===== src/rtl/pipeline_ctrl.sv =====
// Stall/flush sequencer for the 5-stage pipeline: resolves memory waits, mul/div
// occupancy of EX, branch redirects, load-use hazards and fetch waits.
module pipeline_ctrl #(
    parameter int MD_LATENCY = 4,
    parameter int CNT_W      = 4
) (
    input  logic        clk,
    input  logic        rst,
    input  logic [4:0]  id_rs1,
    input  logic [4:0]  id_rs2,
    input  logic        id_uses_rs1,
    input  logic        id_uses_rs2,
    input  logic [4:0]  ex_rd,
    input  logic        ex_mem_read,
    input  logic        ex_branch_taken,
    input  logic        ex_md_start,
    input  logic        imem_ready,
    input  logic        mem_dmem_req,
    input  logic        mem_dmem_ready,
    output logic        pc_stall,
    output logic        if_id_stall,
    output logic        if_id_flush,
    output logic        id_ex_stall,
    output logic        id_ex_flush,
    output logic        ex_mem_stall,
    output logic        ex_mem_flush,
    output logic        mem_wb_stall,
    output logic        mem_wb_flush,
    output logic        pc_redirect,
    output logic        md_busy,
    output logic        md_done,
    output logic [31:0] stall_count
);

    typedef enum logic {
        RUN     = 1'b0,
        MD_WAIT = 1'b1
    } state_t;

    state_t             state;
    state_t             next_state;
    logic [CNT_W-1:0]   cnt;
    logic [CNT_W-1:0]   cnt_next;
    logic               dmem_wait;
    logic               md_hold;
    logic               load_use;

    assign dmem_wait = mem_dmem_req & ~mem_dmem_ready;
    assign md_hold   = ((state == RUN) & ex_md_start) | ((state == MD_WAIT) & (cnt != '0));
    assign load_use  = ex_mem_read & (ex_rd != 5'd0) &
                       ((id_uses_rs1 & (id_rs1 == ex_rd)) | (id_uses_rs2 & (id_rs2 == ex_rd)));
    assign md_busy   = (state == MD_WAIT);

    always_ff @(posedge clk) begin
        if (rst) begin
            state       <= RUN;
            cnt         <= '0;
            stall_count <= 32'd0;
        end else begin
            state <= next_state;
            cnt   <= cnt_next;
            if (pc_stall) begin
                stall_count <= stall_count + 32'd1;
            end
        end
    end

    always_comb begin
        next_state   = state;
        cnt_next     = cnt;
        md_done      = 1'b0;
        pc_stall     = 1'b0;
        if_id_stall  = 1'b0;
        if_id_flush  = 1'b0;
        id_ex_stall  = 1'b0;
        id_ex_flush  = 1'b0;
        ex_mem_stall = 1'b0;
        ex_mem_flush = 1'b0;
        mem_wb_stall = 1'b0;
        mem_wb_flush = 1'b0;
        pc_redirect  = 1'b0;

        // A memory wait holds the op in RUN so it is re-presented; once in MD_WAIT
        // the counter keeps running and done is held until MEM releases.
        case (state)
            RUN: begin
                if (ex_md_start && !dmem_wait) begin
                    next_state = MD_WAIT;
                    cnt_next   = CNT_W'(MD_LATENCY - 2);
                end
            end
            MD_WAIT: begin
                if (cnt != '0) begin
                    cnt_next = cnt - CNT_W'(1);
                end else begin
                    md_done = 1'b1;
                    if (!dmem_wait) begin
                        next_state = RUN;
                    end
                end
            end
            default: next_state = RUN;
        endcase

        if (rst) begin
            md_done      = 1'b0;
            if_id_flush  = 1'b1;
            id_ex_flush  = 1'b1;
            ex_mem_flush = 1'b1;
            mem_wb_flush = 1'b1;
        end else if (dmem_wait) begin
            pc_stall     = 1'b1;
            if_id_stall  = 1'b1;
            id_ex_stall  = 1'b1;
            ex_mem_stall = 1'b1;
            mem_wb_flush = 1'b1;
        end else if (md_hold) begin
            pc_stall     = 1'b1;
            if_id_stall  = 1'b1;
            id_ex_stall  = 1'b1;
            ex_mem_flush = 1'b1;
        end else if (ex_branch_taken) begin
            pc_redirect  = 1'b1;
            if_id_flush  = 1'b1;
            id_ex_flush  = 1'b1;
        end else if (load_use) begin
            pc_stall     = 1'b1;
            if_id_stall  = 1'b1;
            id_ex_flush  = 1'b1;
        end else if (!imem_ready) begin
            pc_stall     = 1'b1;
            if_id_flush  = 1'b1;
        end
    end

endmodule


===== config.mk =====
export PLATFORM = sky130hd
export DESIGN_NAME = pipeline_ctrl
export DESIGN_NICKNAME = d
export VERILOG_FILES = /design/src/rtl/pipeline_ctrl.sv
export SDC_FILE = /design/constraint.sdc
export NUM_CORES = 1
export LEC_CHECK = 0
export CAP_MARGIN = 10
export CORE_MARGIN = 2
export CORE_UTILIZATION = 49
export CTS_CLUSTER_DIAMETER = 50
export DETAILED_ROUTE_END_ITERATION = 7
export GPL_ROUTABILITY_DRIVEN = 0
export HOLD_SLACK_MARGIN = 0.15
export MAX_ROUTING_LAYER = met4
export PLACE_DENSITY = 0.85
export SYNTH_ARGS = -nofsm -noshare
export SYNTH_HDL_FRONTEND = slang
export SYNTH_SLANG_ARGS = --single-unit

===== constraint.sdc =====
create_clock -name clk -period 3.15 [get_ports clk]
set_input_delay 0.4725 -clock clk [delete_from_list [all_inputs] [get_ports clk]]
set_output_delay 0.4725 -clock clk [all_outputs]
set_load 0.05 [all_outputs]

Word-level counts from Yosys, hierarchy flattened
Cells that the tools add are included.

word-level totals
  register bits = 37
  input port bits = 25
  output and inout port bits = 44
  word-level logic and storage cells = 66

operators by class
  add/sub/neg operators = 2
  eq/ne operators = 4
  mux-type cells = 41
  bitwise operators = 11
  reduce and logical (&&, ||, !) cells = 5

operators with widths
  operator                                          number
  2-to-1 mux 1 bit                                  37
  adder 32 x 1 -> 32 bit, second input constant     1
  equality test 5 bit                               2
  2-to-1 mux 4 bit                                  2
  one-hot mux 4 bit (2 select lines)                1
  bitwise AND 1 bit                                 7
  nonzero test 5 bit                                1
  != test 2 x 1 -> 1 bit, second input constant     2
  nonzero test 4 bit                                1
  subtractor 4 x 1 -> 4 bit, second input constant  1
  inverter 1 bit                                    2
  OR 1 bit                                          2
  one-hot mux 1 bit (2 select lines)                1
  AND reduction 2 bit                               1
  logical AND 1 bit                                 1
  zero test 1 bit                                   1

Longest topological paths before layout
Gate-level depths: netlist of run 1.

  word-level depth = 9
  gate-level depth with buffers = 10
  depth with buffers taken out = 8

Least setup slack after synthesis of run 1
OpenSTA, ideal clock, no wires.

  path type = reg-to-output
  from = register cnt[0]
  to = output port pc_redirect
  arrival = 2298 ps
  required time = 2677 ps
  slack = 380 ps
  cell stages (with the launch flop) = 7
  buffers on the path = 0
  cells stage by stage = dfxtp_1 inv_1 ha_1 or3b_1 nand2_1 nand3_1 nor3b_1

on the way
  longest elaborated chain between the ends = 6

ends and longest elaborated chain
  element                 line  RTL
  from (decl)             42    logic [CNT_W-1:0] cnt;
  from (signal assigned)  61    cnt <= cnt_next;
  nonzero test 4 bit      49    assign md_hold = ((state == RUN) & ex_md_start) | ((state == MD_WAIT) & (cnt != '0));
  bitwise AND 1 bit       49
  OR 1 bit                49
  2-to-1 mux 1 bit        117   end else if (md_hold) begin
  2-to-1 mux 1 bit        111   end else if (dmem_wait) begin
  2-to-1 mux 1 bit        105   if (rst) begin
  to (decl)               29    output logic pc_redirect,

No other way between the ends.

Worst setup path after layout of run 1
  from = input port ex_rd[1]
  to = output port if_id_flush

on the way
  longest elaborated chain between the ends = 9
  elaborated cells on any way between the ends = 13
  those cells by class = 2 x eq/ne; 5 x mux; 5 x bitwise; 1 x reduce/logical

ends and longest elaborated chain
  element              line  RTL
  from (decl)          13    input logic [4:0] ex_rd,
  equality test 5 bit  51    ((id_uses_rs1 & (id_rs1 == ex_rd)) | (id_uses_rs2 & (id_rs2 == ex_rd)));
  bitwise AND 1 bit    51
  OR 1 bit             51
  bitwise AND 1 bit *  50    assign load_use = ex_mem_read & (ex_rd != 5'd0) &
  2-to-1 mux 1 bit *   126   end else if (load_use) begin
  2-to-1 mux 1 bit *   122   end else if (ex_branch_taken) begin
  2-to-1 mux 1 bit *   117
  2-to-1 mux 1 bit *   111
  2-to-1 mux 1 bit *   105
  to (decl)            22    output logic if_id_flush,

Mark *: on every way between the ends. The rest lies on a longest branch, timed or not.

==> flow_results.org, run 1 <==
** Yosys
- After synthesis, the cell types taking the most area are dfxtp_1 (36%), a21oi_1 (8.5%), or3_1 (7.3%), o21ai_0 (5.8%), xnor2_1 (5.1%).
- Synth Net Count :: 289
- The largest total area in the synthesized netlist belongs to dfxtp_1.
- Of the synthesized area, sequential elements account for 0.359.
- Async set-reset flop share out of synthesis :: 0
- The synthesized design contains 37 register bits.
- Leading cell type by number of instances after synthesis :: dfxtp_1
- Avg Inst Size Synth :: 7.91 µm²
- In the synthesized netlist the dominant register cell turns out to be dfxtp_1.
- Count of flip-flops with a built-in enable after synthesis :: 0
- Area of the mapped netlist :: 2060 µm²
- During synthesis, Yosys emitted a total of 0 warnings.
- Yosys mapped the design onto 39 distinct sky130hd cell types.
- Of the post-synthesis cell area, the dominant cell type holds 0.359.
- Count of mapped cells out of synthesis :: 261
- The commonest cells after synthesis are dfxtp_1 (37), a21oi_1 (35), o21ai_0 (24), or3_1 (24), nor2_1 (15).

** CTS
- After clock tree synthesis, the repair step resized 0 gates.
- CTS tree :: yes
- Clk_lat worst skew :: 0.29 ns
- # H-tree levels :: 2
- Clock tree buffer depth :: 2
- Clock tree synthesis inserted a total of 5 buffers.
- After clock tree synthesis, the clock-pin slew on the worst setup and hold paths is 0.07 ns.
- CTS placed an instance of clkbuf_8 at the clock tree root.
- Clock tree synthesis found a total of 37 sinks.
- For this design, the CTS-stage hold fixing added 0 buffers.
- Post-CTS Setup Repair Bufs :: 0

** Layout
- Final std cells w/o fill :: 375
- Final core utilization :: 0.733
- Fraction of layout instances using a drive strength above 1 :: 0.0831
- For this run, the post-layout net count is 352.
- Compared with the post-synthesis result, the final layout area differs by 43.0%.
- Antenna cell count :: 0

** Place
- Once placement completed, the tool counted placed cells totaling 367.
- Timing analysis after detailed placement gives a worst setup slack of 0.353 ns.
- Number of buffers inserted by port buffering :: 67
- HPWL after DPL :: 3640 µm

** Critical path
- Of all nets on the critical path, the largest fanout is 3.
- Worst EP arrival :: 2.31 ns
- The worst setup path is captured at an output pin.
- Type of the setup path with the least slack :: primary input to output pin
- Required time of the worst setup path :: 2.68 ns
- STA classifies the critical path startpoint as a primary input.

** STA
- In the post-route analysis, the smallest setup slack over all paths is 0.363 ns.
- Slew at the pin closest to its max-slew limit :: 0.524 ns
- Slew Limit Headroom :: 0.650
- Adding up every negative setup slack in the final design gives 0 ns.
- Maximum frequency from static timing analysis :: 359 MHz
- Fin crit period :: 2.79 ns
- Final setup violation count :: 0
- Number of hold violations in the final report :: 0
- The number of max-slew violations in the final report came to 0.
- Final clock skew :: 0.00476 ns
- Setup repair after global routing left no endpoint under its margin.
- Share of the clock period used by the worst path after layout :: 0.885

** GRT
- For this run, global-route usage on met3 was measured as 0.0568.
- Fraction of met1 tracks used by global routing :: 0.280
- Across every metal layer, demand over resource in global routing totals 0.232.
- The global routing stage identified its most utilized layer as met2.
- Entering global routing, the biggest net connects 63 pins.
- The first global-routing pass estimated 8110 µm of wire.
- Summed over all layers, the global routing overflow is 0.
- Vias in the first global route :: 1863
- For met2 alone, demand over resource in global routing was 0.364.
- The initial antenna violation count was 0.

** Die
- From bottom edge to top edge, the die measures 68.9 µm.
- The initialized floorplan defines 23 standard-cell rows.
- After floorplanning, the core was sized to cover 4030 µm².
- Starting utilization of the core area :: 0.512
- I/O pin count :: 69
- Width of the chip :: 68.9 µm
- Full die area :: 4750 µm²

** Power and ir drop
- Worst voltage drop across the vdd grid :: 0.000303 V
- After layout, the design draws a total of 1.23 mW.
- Dividing total power by cell area gives a power density of 417 nW/µm².
- In this run the static leakage power is 0.974 nW.

** Route
- Detailed Routing Iterations Pass 1 :: 4
- After detailed routing, the average wire length per cell comes to 13.5 µm.
- For this run, design rule violations remaining after detail routing come to 0.
- Via-per-instance ratio :: 5.82
- Drt initial violations :: 119
- Once detail routing completed, the nets flagged for antenna violations numbered 0.
- Wire length after detailed routing :: 5060 µm
- The routed layout has 2182 vias.

** Status
- Run status :: finished, final reports clean

** Flow run
- Number of maximum-capacitance violations :: 0

** Hold path
- Tightest Hold Check Type :: flip-flop to flip-flop
cells in the final DEF (no fill, tap or decap), types with 2 or more instances in the layout:
cell type	instances
nand4_1	9
o21ai_1	2
or3_1	24
a21oi_1	35
nor2b_1	4
nand2b_1	5
dfxtp_1	37
xnor2_1	12
nor2_1	15
clkdlybuf4s50_1	57
buf_4	4
or4_1	8
nand3_1	14
inv_1	4
o21ai_0	24
buf_12	9
or2_2	2
ha_1	3
o31ai_1	7
and3_1	6
and4_1	2
clkbuf_8	6
nor3_1	2
nand2_1	14
nor3b_1	2
through the flow:
stage	hold WS, ns	cell area, µm²
6_report	0.496	2950
5_1_grt	0.511	2950
4_1_cts	0.496	2950
3_5_place_dp	0.486	2840
3_3_place_gp	0.476	2840
2_1_floorplan	0.478	2060
worst max-delay path, stage by stage:
cell	delay (ns)
clkdlybuf4s50_1	0.46
or4_1	0.54
o21ai_1	0.17
nor2_1	0.11
a21oi_1	0.22
a21o_1	0.19
buf_12	0.14
cells by family (layout without fill, tap and decap cells):
family,Yosys count,after routing,synth area share
AOI/OAI and AO/OA,74,74,0.201
xor gates and xnor gates,13,13,0.0552
adders and majority gates,3,3,0.0182
buffers and inverters,18,82,0.0418
DFF,37,37,0.359
muxes,1,1,0.00485
other,1,1,0.00182
and+or+nand+nor,114,114,0.318
per-layer routing:
layer  up-vias  wire length (µm)  share of wire
met5         -                 0              0
met4         0                89          0.018
met3         9               354          0.070
met2        82              2390           0.47
met1      1009              2230           0.44
li1       1082                 -              -
layout make-up:
type / instances / area, µm²
multi-input cells: 206 / 1240
fillers: 312 / 1080
repair buffers: 70 / 781
flip-flops and latches: 37 / 741
clock buffers: 7 / 86.3
well taps: 50 / 62.6
clock inverters: 1 / 30.0
inverters: 4 / 15.0
power breakdown:
group,internal [mW],switching [mW],total (mW)
Combinational,0.129,0.175,0.305
Clock,0.258,0.168,0.426
Sequential,0.483,0.0168,0.500
sequential cells by signal, indices dropped and copies added, names as in the netlist:
name / cells
stall_count: 32
cnt: 4
md_busy: 1
worst paths after layout:
path / from / depth (start not counted) / to / slack (ns)
setup reg to reg: cnt[0]$_SDFFE_PP0P_ / 9 / stall_count[1]$_SDFFE_PP0P_ / 0.90
hold / removal: stall_count[16]$_SDFFE_PP0P_ / 2 / stall_count[16]$_SDFFE_PP0P_ / 0.50
hold reg to reg: stall_count[16]$_SDFFE_PP0P_ / 2 / stall_count[16]$_SDFFE_PP0P_ / 0.50
setup / recovery: ex_rd[1] / 7 / if_id_flush / 0.36
Power figures use the tool's default switching activity.
==> run 2: changes to the inputs <==
--- a/config.mk
+++ b/config.mk
@@ -5,6 +5,7 @@
 export SDC_FILE = /design/constraint.sdc
 export NUM_CORES = 1
 export LEC_CHECK = 0
+export ABC_CLOCK_PERIOD_IN_PS = 3150
 export CAP_MARGIN = 10
 export CORE_MARGIN = 2
 export CORE_UTILIZATION = 49
==> results of run 2 <==
No change in the layout: final DEF, timing and power equal those of run 1.
